<file path="src/rtl/uart_tx_serializer_if.sv">
// Byte handshake between the sample-to-byte splitter and the UART transmitter,
// plus the serial line and status flags the transmitter drives back.
interface uart_tx_serializer_if;
  logic [7:0] in_uart_frame;
  logic       in_ready;
  logic       out_tx;
  logic       out_busy;
  logic       out_done;

  modport master (
    output in_uart_frame,
    output in_ready,
    input  out_tx,
    input  out_busy,
    input  out_done
  );

  modport slave (
    input  in_uart_frame,
    input  in_ready,
    output out_tx,
    output out_busy,
    output out_done
  );
endinterface

</file>
<file path="src/rtl/uart_tx_serializer.sv">
// Byte-level UART transmitter: start bit, 8 data bits LSB first, optional
// parity, 1 or 2 stop bits, then a one-cycle guard before returning to idle.
module uart_tx_serializer #(
  parameter int CLKS_PER_BIT = 868,
  parameter int PARITY       = 0,
  parameter int STOP_BITS    = 1
) (
  input  logic                 in_clk,
  input  logic                 in_rst,
  uart_tx_serializer_if.slave  bus
);

  localparam int BAUD_W = $clog2(CLKS_PER_BIT);
  localparam logic [BAUD_W-1:0] BAUD_LAST = BAUD_W'(CLKS_PER_BIT - 1);
  localparam logic [BAUD_W-1:0] BAUD_PRE  = BAUD_W'(CLKS_PER_BIT - 2);
  localparam logic [2:0]        STOP_LAST = 3'(STOP_BITS - 1);

  typedef enum logic [2:0] {
    S_IDLE,
    S_START,
    S_DATA,
    S_PARITY,
    S_STOP,
    S_GUARD
  } state_t;

  state_t              state_q, state_d;
  logic [BAUD_W-1:0]   baud_q, baud_d;
  logic [2:0]          bit_q, bit_d;
  logic [7:0]          shift_q, shift_d;
  logic                par_q, par_d;
  logic                tx_q, tx_d;
  logic                busy_q, busy_d;
  logic                done_q, done_d;
  logic                bit_end;

  // Even parity is the XOR of the data bits; odd parity is its inverse.
  function automatic logic parity_bit(input logic [7:0] d);
    logic x;
    x = ^d;
    return (PARITY == 1) ? ~x : x;
  endfunction

  assign bit_end = (baud_q == BAUD_LAST);

  always_comb begin
    state_d = state_q;
    baud_d  = baud_q;
    bit_d   = bit_q;
    shift_d = shift_q;
    par_d   = par_q;
    tx_d    = tx_q;
    busy_d  = busy_q;
    done_d  = 1'b0;

    case (state_q)
      S_IDLE: begin
        tx_d   = 1'b1;
        busy_d = 1'b0;
        if (bus.in_ready) begin
          shift_d = bus.in_uart_frame;
          par_d   = parity_bit(bus.in_uart_frame);
          state_d = S_START;
          tx_d    = 1'b0;
          busy_d  = 1'b1;
          baud_d  = '0;
          bit_d   = '0;
        end
      end

      S_START: begin
        if (bit_end) begin
          baud_d  = '0;
          bit_d   = '0;
          state_d = S_DATA;
          tx_d    = shift_q[0];
          shift_d = shift_q >> 1;
        end else begin
          baud_d = baud_q + 1'b1;
        end
      end

      S_DATA: begin
        if (bit_end) begin
          baud_d = '0;
          if (bit_q == 3'd7) begin
            bit_d = '0;
            if (PARITY != 0) begin
              state_d = S_PARITY;
              tx_d    = par_q;
            end else begin
              state_d = S_STOP;
              tx_d    = 1'b1;
            end
          end else begin
            bit_d   = bit_q + 3'd1;
            tx_d    = shift_q[0];
            shift_d = shift_q >> 1;
          end
        end else begin
          baud_d = baud_q + 1'b1;
        end
      end

      S_PARITY: begin
        if (bit_end) begin
          baud_d  = '0;
          bit_d   = '0;
          state_d = S_STOP;
          tx_d    = 1'b1;
        end else begin
          baud_d = baud_q + 1'b1;
        end
      end

      S_STOP: begin
        // done is registered, so it is raised one cycle early to land on the last stop cycle
        if (bit_q == STOP_LAST && baud_q == BAUD_PRE) begin
          done_d = 1'b1;
        end
        if (bit_end) begin
          baud_d = '0;
          if (bit_q == STOP_LAST) begin
            bit_d   = '0;
            state_d = S_GUARD;
            tx_d    = 1'b1;
          end else begin
            bit_d = bit_q + 3'd1;
          end
        end else begin
          baud_d = baud_q + 1'b1;
        end
      end

      S_GUARD: begin
        state_d = S_IDLE;
        tx_d    = 1'b1;
        busy_d  = 1'b0;
      end

      default: begin
        state_d = S_IDLE;
        tx_d    = 1'b1;
        busy_d  = 1'b0;
      end
    endcase
  end

  always_ff @(posedge in_clk) begin
    if (in_rst) begin
      state_q <= S_IDLE;
      baud_q  <= '0;
      bit_q   <= '0;
      shift_q <= '0;
      par_q   <= 1'b0;
      tx_q    <= 1'b1;
      busy_q  <= 1'b0;
      done_q  <= 1'b0;
    end else begin
      state_q <= state_d;
      baud_q  <= baud_d;
      bit_q   <= bit_d;
      shift_q <= shift_d;
      par_q   <= par_d;
      tx_q    <= tx_d;
      busy_q  <= busy_d;
      done_q  <= done_d;
    end
  end

  assign bus.out_tx   = tx_q;
  assign bus.out_busy = busy_q;
  assign bus.out_done = done_q;

endmodule

</file>
<file path="src/flat_wrapper.sv">
// flat-port wrapper written by rule: the top's interface ports become plain ports
module uart_tx_serializer_flat 
#(
  parameter int CLKS_PER_BIT = 868,
  parameter int PARITY       = 0,
  parameter int STOP_BITS    = 1
)
  (in_clk, in_rst, bus_in_uart_frame, bus_in_ready, bus_out_tx, bus_out_busy, bus_out_done);
  uart_tx_serializer_if bus_i ();
  input  logic in_clk;
  input  logic in_rst;
  input wire logic [$bits(bus_i.in_uart_frame)-1:0] bus_in_uart_frame;
  input wire logic [$bits(bus_i.in_ready)-1:0] bus_in_ready;
  output wire logic [$bits(bus_i.out_tx)-1:0] bus_out_tx;
  output wire logic [$bits(bus_i.out_busy)-1:0] bus_out_busy;
  output wire logic [$bits(bus_i.out_done)-1:0] bus_out_done;
  assign bus_i.in_uart_frame = bus_in_uart_frame;
  assign bus_i.in_ready = bus_in_ready;
  assign bus_out_tx = bus_i.out_tx;
  assign bus_out_busy = bus_i.out_busy;
  assign bus_out_done = bus_i.out_done;
  uart_tx_serializer #(.CLKS_PER_BIT(CLKS_PER_BIT), .PARITY(PARITY), .STOP_BITS(STOP_BITS)) u_core (.in_clk(in_clk), .in_rst(in_rst), .bus(bus_i));
endmodule
</file>
<file path="config.mk">
export PLATFORM = sky130hd
export DESIGN_NAME = uart_tx_serializer_flat
export DESIGN_NICKNAME = d
export VERILOG_FILES = /design/src/rtl/uart_tx_serializer_if.sv /design/src/rtl/uart_tx_serializer.sv /design/src/flat_wrapper.sv
export SDC_FILE = /design/constraint.sdc
export NUM_CORES = 1
export LEC_CHECK = 0
export ABC_AREA = 1
export CORE_ASPECT_RATIO = 0.8
export CORE_UTILIZATION = 35
export DETAILED_ROUTE_END_ITERATION = 16
export PLACE_DENSITY = 0.63
export SYNTH_ARGS = -nofsm -noshare
export SYNTH_HDL_FRONTEND = slang
export SYNTH_SLANG_ARGS = --single-unit
</file>
<file path="constraint.sdc">
create_clock -name in_clk -period 2.1 [get_ports in_clk]
set_input_delay 0.21 -clock in_clk [delete_from_list [all_inputs] [get_ports in_clk]]
set_output_delay 0.21 -clock in_clk [all_outputs]
set_load 0.02 [all_outputs]
</file>
; After elaboration in Yosys (flattened, before gate mapping)
; Index checks and enable logic that the tools add are counted.
[classes]
n_addsub = 2
n_eq_ne = 16
reduce_logical = 14
n_shift = 0
multipliers = 0
bitwise = 1
n_div = 0
mux = 34
order_cmp = 0
[ops]
columns = cell, n
row1 = $mux W3, 13
row2 = $mux W8, 4
row3 = $pmux W8 S3, 1
row4 = $eq A10 B10 Y1 const B, 2
row5 = $mux W10, 2
row6 = $pmux W10 S2, 1
row7 = $pmux W3 S5, 1
row8 = $reduce_and A5 Y1, 3
row9 = $ne A2 B1 Y1 const B, 7
row10 = $pmux W3 S4, 1
row11 = $add A10 B1 Y10 const B, 1
row12 = $mux W1, 9
row13 = $reduce_and A7 Y1, 1
row14 = $eq A3 B2 Y1 const B, 2
row15 = $eq A3 B3 Y1 const B, 2
row16 = $logic_not A3 Y1, 2
row17 = $pmux W1 S5, 1
row18 = $ne A2 B2 Y1 const B, 2
row19 = $reduce_bool A4 Y1, 1
row20 = $reduce_or A2 Y1, 2
row21 = $reduce_or A4 Y1, 1
row22 = $add A3 B1 Y3 const B, 1
row23 = $eq A3 B1 Y1 const B, 1
row24 = $reduce_bool A3 Y1, 1
row25 = other kinds (5), 5
[totals]
word_cells = 74
latch_bits = 0
mem_bits_ro = 0
mem_bits_rw = 0
memories = 0
output_inout_bits = 3
regBits = 27

; Depth between registers and ports, before layout
; Gate-level depths: netlist of the first run.
[depth]
depth_word = 4
mapped_depth = 10
mapped_depth_nobuf = 9

; Worst setup path before layout of the first run
; OpenSTA, ideal clock, no wires.
[synth_path]
path_kind = register to register
startpoint = register u_core.bit_q[0]
endpoint = register u_core.shift_q[0]
path_buffers = 1
stages_incl_launch_ff = 10
t_required_ns = 1.987
setup_slack_ns = 0.604
arrival_ns = 1.383
period_less_slack_ns = 1.496
path_cell_list = dfxtp_1 > ha_1 > ha_1 > o21ai_0 > nand2_1 > nor2_4 > nand2_2 > buf_6 > nor2_1 > nor2_1
[synth_between]
elab_chain_cells = 3
[synth_lines]
columns = element, line_no
row1 = "start, declared", uart_tx_serializer.sv:29  ; logic [2:0] bit_q, bit_d;
row2 = "start signal, assigned", uart_tx_serializer.sv:162  ; bit_q <= bit_d;
row3 = $eq A3 B3 Y1, uart_tx_serializer.sv:86  ; if (bit_q == 3'd7) begin
row4 = $ne A2 B2 Y1 (no source line), --
row5 = $reduce_and A5 Y1 (no source line), --
row6 = "end signal, assigned", uart_tx_serializer.sv:163  ; shift_q <= shift_d;
row7 = "end, declared", uart_tx_serializer.sv:30  ; logic [7:0] shift_q, shift_d;
; No other way between the ends.
; A chain may end at the register's enable or synchronous reset.

; Worst setup path after layout of the first run
[layout_path]
startpoint = register u_core.state_q[1]
endpoint = register u_core.baud_q[5]
[layout_between]
elab_chain_cells = 4
word_cells_on_any_way = 10
cone_classes = eq/ne: 5 / mux: 1 / reduce/logical: 4
[layout_lines]
columns = element, line_no
row1 = "start, declared", uart_tx_serializer.sv:27  ; state_t state_q, state_d;
row2 = "start signal, assigned", uart_tx_serializer.sv:160  ; state_q <= state_d;
row3 = $eq A3 B1 Y1 (tied with other cells), uart_tx_serializer.sv:56  ; case (state_q)
row4 = $reduce_or A4 Y1 (no source line), --
row5 = $reduce_bool A2 Y1 (no source line), --
row6 = $reduce_and A2 Y1 (no source line), --
row7 = "end signal, assigned", uart_tx_serializer.sv:161  ; baud_q <= baud_d;
row8 = "end, declared", uart_tx_serializer.sv:28  ; logic [BAUD_W-1:0] baud_q, baud_d;
; Several ways; a longest one is shown, not always the timed one.

==> flow_summary_export.csv, run 1 <==
group,metric,value,unit
cells_and_area,most-common-layout-cells,"nand2_1 (64), nor2_1 (37), inv_1 (28)",
clock_network,clockRootBuffer,"clkbuf_8",
clock_network,cts_buffers,3,
global_routing,grt_pass1_vias,1228,
global_routing,gr-total-overflow,0,
setup_path,critPathMaxFanout,12,
pwr,powerDensity,1230,mW/mm^2
setup_path,cp_slowest_cell,"dfxtp_1",
clock_network,worstSkewPairLatency,0.28,ns
timing,tns,0,ns
setup_path,cp_slowest_stage_delay,0.41,ns
detailed_routing,drc,0,
yosys,yosys.cell_types.count,25,
floorplanning,initial_core_util,0.370,
clock_network,cts_setup_buffers,0,
detailed_routing,drtIter0Drc,154,
timing,rsz0062_at_grt,"no",
clock_network,clock-sinks,27,
timing,tightest_slew,0.392,ns
setup_path,worstPathArrival,1.92,ns
setup_path,required,2.30,ns
floorplanning,dieHeight,61.8,microns
cells_and_area,fin_nets,269,
yosys,synth_ff_type,"dfxtp_1",
timing,relSlewSlack,0.738,
global_routing,grt_pass1_wl,5740,microns
setup_path,cp_top_family,"simple AND/OR/NAND/NOR gates",
placed_design,port_buffers,13,
yosys,ys_ff_latch,27,
timing,drv_slew,0,
cells_and_area,area_growth,13.0,%
clock_network,tritoncts,"yes",
cells_and_area,layout-drive-gt1-share,0.0754,
setup_path,cp_common_cell,"nand2_1",
yosys,async_flop_share,0,
floorplanning,die_area,0.00475,sq mm
detailed_routing,antenna_left,0,
detailed_routing,avgRoutedWirePerCell,10.6,microns
clock_network,ctsResizeCount,0,
pwr,leakage,0.781,nW
cells_and_area,n_antenna_cell,0,
yosys,synth_area,0.00157,sq mm
yosys,synth_nets,255,
timing,fin_crit,1.72,ns
job,drv_cap,0,
timing,finalCritPeriodShare,0.820,
pwr,vdd_drop_max,482,uV
timing,fmax,581,MHz
clock_network,clkSlewWorstSetupHoldPaths,0.09,ns
cells_and_area,regArea,541,sq um
detailed_routing,dr.pass1.iters,4,
cells_and_area,multi_input_area,858,sq um
clock_network,clockBufferDepth,2,
timing,setup_viol,0,
setup_path,crit_type,"reg2reg",
detailed_routing,avgViaCountPerCell,4.62,
floorplanning,io-pin-count,14,
yosys,ys_seq_area_frac,0.345,
clock_network,holdBufCountCts,0,
pwr,power.total,2.17,mW
placed_design,postPlaceCellArea,0.00172,sq mm
floorplanning,die_width,76.8,microns
global_routing,grt.total_usage,0.153,
cells_and_area,final_common_cell,"nand2_1",
global_routing,grt_max_degree,19,
yosys,synth_edf_count,0,
placed_design,dp_hpwl,2490,microns
setup_path,worst_setup_path_start_kind,"flip-flop",
detailed_routing,drt_wl_total,3260,microns
yosys,synth_cells,239,
placed_design,globalplace.congestion,0.839,
yosys,yosys_warnings,0,
detailed_routing,vias,1429,
setup_path,crit_chain,"nor2_4 > nand3_2 > nand2_1 > inv_1 > nand2_4 > nand2_1 > nor3_1",
outcome,status,"finished clean",
global_routing,antenna_found_initial,0,
setup_path,crit_buf_inv,1,
hold_path,hp-class,"reg2reg",
floorplanning,row_count,21,
cells_and_area,fill_cells,458,
clock_network,htreeDepth,1,
floorplanning,core,0.00423,sq mm
timing,clock_skew,0.00707,ns
yosys,avgSynthCellArea,6.55,sq um
setup_path,cp-end-kind,"flip-flop",
cells_and_area,finish.instance_area,0.00177,sq mm
timing,hold_viol,0,
[layer usage]
metal | vias to the layer above | routed length, microns | global-route usage
li1 | 785 | - | -
met1 | 610 | 1770 | 0.230
met2 | 32 | 1260 | 0.217
met3 | 2 | 221 | 0.0467
met4 | 0 | 12 | 0.0192
met5 | - | 0 | 0
[synth_stat cells, types with 2 or more instances]
cell     number  area (sq um)
a21oi_1      11          55.1
buf_6         4          45.0
dfxtp_1      27           541
ha_1          5          62.6
inv_1        28           105
inv_2         2          7.51
nand2_1      64           240
nand2_2       3          18.8
nand2_4       2          22.5
nand3_1      19          95.1
nand3_2       3          30.0
nand4_1       3          18.8
nor2_1       37           139
nor2_4        2          22.5
nor3_1        5          25.0
o21ai_0      15          75.1
[metrics by stage]
step            util  cells  hold WS (ns)  setup WS, ns
3_3_place_gp   0.408    305         0.453         0.355
4_1_cts        0.418    309         0.474         0.355
2_1_floorplan      -    239         0.279         0.604
6_report       0.418    309         0.470         0.378
5_1_grt        0.418    309         0.510         0.183
3_5_place_dp   0.408    305         0.459         0.278
[final timing paths]
check                 startpoint             endpoint  slack, ns  cells after the start
min          u_core.bus.out_busy  u_core.bus.out_busy       0.47                      2
max            u_core.state_q[1]     u_core.baud_q[5]       0.38                      7
max reg2reg    u_core.state_q[1]     u_core.baud_q[5]       0.38                      7
min reg2reg  u_core.bus.out_busy  u_core.bus.out_busy       0.47                      2
[report_power, final]
part	internal (mW)	total, mW	switching (mW)	leakage, nW
sequential	0.638	0.731	0.0926	0.221
combinational	0.383	1.14	0.759	0.537
clock	0.136	0.296	0.160	0.0228
[state kept, by name (all words and copies together), names as in the netlist]
| name | flops |
|---|---|
| u_core.baud_q | 10 |
| u_core.bit_q | 3 |
| u_core.bus.out_busy | 1 |
| u_core.bus.out_done | 1 |
| u_core.bus.out_tx | 1 |
| u_core.shift_q | 8 |
| u_core.state_q | 3 |
[cell families after synthesis]
logic type / share of synthesized area
flops: 0.345
buf+inv: 0.106
simple gates: 0.406
fa+ha+maj: 0.0400
compound gates: 0.102
[worst reg2reg max path, stage by stage, from the launching register on]
cell,delay (ns)
dfxtp_1,0.41
nor2_4,0.20
nand3_2,0.12
nand2_1,0.31
inv_1,0.18
nand2_4,0.14
nand2_1,0.13
nor3_1,0.15
[area by class of cell]
type                    instances  share of cell area
multi-input cells             176               0.485
flip-flops and latches         27               0.306
repair buffers                 14              0.0778
inverters                      31              0.0658
well taps                      57              0.0403
clock buffers                   4              0.0255
No activity file was read; power rests on OpenSTA's default activity.
==> run 2: changes to the inputs <==
Settings changed: PLACE_DENSITY 0.63 to 0.65.
Clock period 2.1 ns to 1.4 ns, I/O delays scaled along.
==> run 2 against run 1 <==
- the flow now finishes with violations (negative setup slack)
- clock skew up 0.0022 ns
- core utilization up 12 points
- routed wire length increased by 25%
- die area did not move
- critical path type unchanged
- critical path depth rose by 1
- sequential cell count is the same
- largest cell class unchanged
- critical endpoint is now u_core.shift_q[2]
- first-iteration DRC count shrank 41%
- hold slack worse by 0.011 ns
==> flow_summary_export.csv, run 2 (synthesis gave the netlist of run 1 again) <==
group,metric,value,unit
outcome,status,"finished with violations",
outcome,violations,"negative setup slack",
clock_network,cts_buffers,3,
cells_and_area,fin_nets,309,
pwr,leakage,1.02,nW
placed_design,postPlaceCellArea,0.00200,sq mm
detailed_routing,avgViaCountPerCell,4.62,
clock_network,worstSkewPairLatency,0.27,ns
clock_network,tritoncts,"yes",
detailed_routing,antenna_left,0,
detailed_routing,drtIter0Drc,91,
setup_path,required,1.58,ns
setup_path,worst_setup_path_start_kind,"flip-flop",
timing,fin_ws,-0.0372,ns
global_routing,grt_max_degree,16,
setup_path,critPathMaxFanout,8,
clock_network,clockBufferDepth,2,
timing,tightest_slew,0.340,ns
cells_and_area,most-common-layout-cells,"nand2_1 (53), buf_4 (37), nor2_1 (33)",
cells_and_area,finish.instance_area,0.00230,sq mm
timing,hold_viol,0,
timing,fmax,696,MHz
pwr,powerDensity,1930,mW/mm^2
setup_path,cp_slowest_stage_delay,0.35,ns
timing,rsz0062_at_grt,"yes",
detailed_routing,drt_wl_total,4080,microns
detailed_routing,avgRoutedWirePerCell,11.7,microns
timing,timing.hold.ws,0.459,ns
timing,relSlewSlack,0.772,
global_routing,gr-total-overflow,0,
floorplanning,io-pin-count,14,
floorplanning,die_width,76.8,microns
setup_path,crit_type,"reg2reg",
timing,finalCritPeriodShare,1.03,
detailed_routing,dr.pass1.iters,5,
global_routing,grt.total_usage,0.172,
placed_design,port_buffers,13,
hold_path,hp-class,"in2reg",
cells_and_area,final_common_cell,"nand2_1",
cells_and_area,n_antenna_cell,0,
clock_network,holdBufCountCts,0,
cells_and_area,layout-drive-gt1-share,0.349,
clock_network,clkSlewWorstSetupHoldPaths,0.10,ns
cells_and_area,max_flop_register,"u_core.baud_q",
timing,fin_crit,1.44,ns
floorplanning,core,0.00423,sq mm
floorplanning,initial_core_util,0.370,
floorplanning,die_area,0.00475,sq mm
clock_network,clockRootBuffer,"clkbuf_8",
clock_network,htreeDepth,1,
detailed_routing,drc,0,
setup_path,crit_chain,"ha_4 > ha_4 > o21ai_2 > nand2_2 > nor2_4 > nand2_4 > nor2_1 > nor2_1",
global_routing,antenna_found_initial,0,
job,drv_cap,0,
timing,drv_slew,0,
setup_path,worstPathArrival,1.62,ns
floorplanning,row_count,21,
pwr,vdd_drop_max,1310,uV
global_routing,grt_pass1_vias,1316,
cells_and_area,largest_reg_flops,10,
detailed_routing,vias,1614,
setup_path,cp-end-kind,"flip-flop",
placed_design,globalplace.congestion,0.862,
setup_path,cp_slowest_cell,"dfxtp_2",
cells_and_area,fill_cells,381,
timing,setup_viol,7,
clock_network,clock-sinks,27,
placed_design,dp_hpwl,2930,microns
floorplanning,dieHeight,61.8,microns
timing,clock_skew,0.00930,ns
global_routing,grt_pass1_wl,6330,microns
cells_and_area,area_growth,46.7,%
cells_and_area,largestRegisters,"u_core.baud_q: 10 flops, u_core.shift_q: 8 flops",
run 2: cell types whose count changed in the layout (fill, tap and decap cells not counted), moves of 6 or more:
| cell | before | now |
|---|---|---|
| nand3_1 | 19 | 13 |
| nand2_2 | 3 | 11 |
| dfxtp_2 | 0 | 9 |
| buf_4 | 1 | 37 |
| nand2_1 | 64 | 53 |
| dfxtp_1 | 27 | 17 |
run 2: path summary, 6_finish.rpt:
check	slack (ns)	startpoint	to	cells past startpoint
max	-0.04	u_core.bit_q[0]	u_core.shift_q[2]	8
min	0.46	bus_in_uart_frame[7]	u_core.shift_q[7]	3
max reg2reg	-0.04	u_core.bit_q[0]	u_core.shift_q[2]	8
min reg2reg	0.47	u_core.bus.out_busy	u_core.bus.out_busy	2
run 2: final cells by class:
type / instances / area, sq um / area share
timing repair buffer: 53 / 447 / 0.195
inverter: 31 / 121 / 0.0529
tap: 57 / 71.3 / 0.0311
sequential: 27 / 556 / 0.242
clock buffer: 3 / 41.3 / 0.0180
clock inverter: 1 / 5.00 / 0.00218
multi-input combinational: 177 / 1050 / 0.459
run 2: layer usage:
layer,GRT usage,vias up,part of all wire
met5,0,-,0
met4,0.0247,0,0.0056
met3,0.0263,4,0.038
met2,0.253,33,0.42
met1,0.267,711,0.54
li1,-,866,-
run 2: power breakdown:
group | internal [mW] | total (mW) | leakage (nW) | switching [mW]
logic | 1.24 | 2.86 | 0.770 | 1.62
registers | 0.981 | 1.13 | 0.226 | 0.151
clock network | 0.199 | 0.444 | 0.0255 | 0.245
total | 2.42 | 4.44 | 1.02 | 2.01
run 2: critical path: cells and delay by family, from the launching register on:
| kind | cells | cell delay, ns |
|---|---|---|
| simple gates | 5 | 0.55 |
| flops | 1 | 0.35 |
| fa+ha+maj | 2 | 0.32 |
| compound gates | 1 | 0.12 |
run 2: metrics by stage:
stage                     std cells  power (mW)   util  worst slack (ns)  TNS (ns)
after global routing            349        4.82  0.543            -0.144     -1.49
after CTS                       349        4.12  0.507           -0.0646    -0.472
after floorplan                 239        2.63      -         0.0000349         0
after global placement          341        3.34  0.473           -0.0751    -0.985
final                           349        4.44  0.543           -0.0372    -0.178
after detailed placement        341        3.37  0.473            -0.128     -1.45
run 2: timing repair:
action	CTS	global route
endpoints found under the setup margin	18	27
gates cloned	1	0
resized for setup	20	43
buffers inserted	3	0
pin swaps	10	23
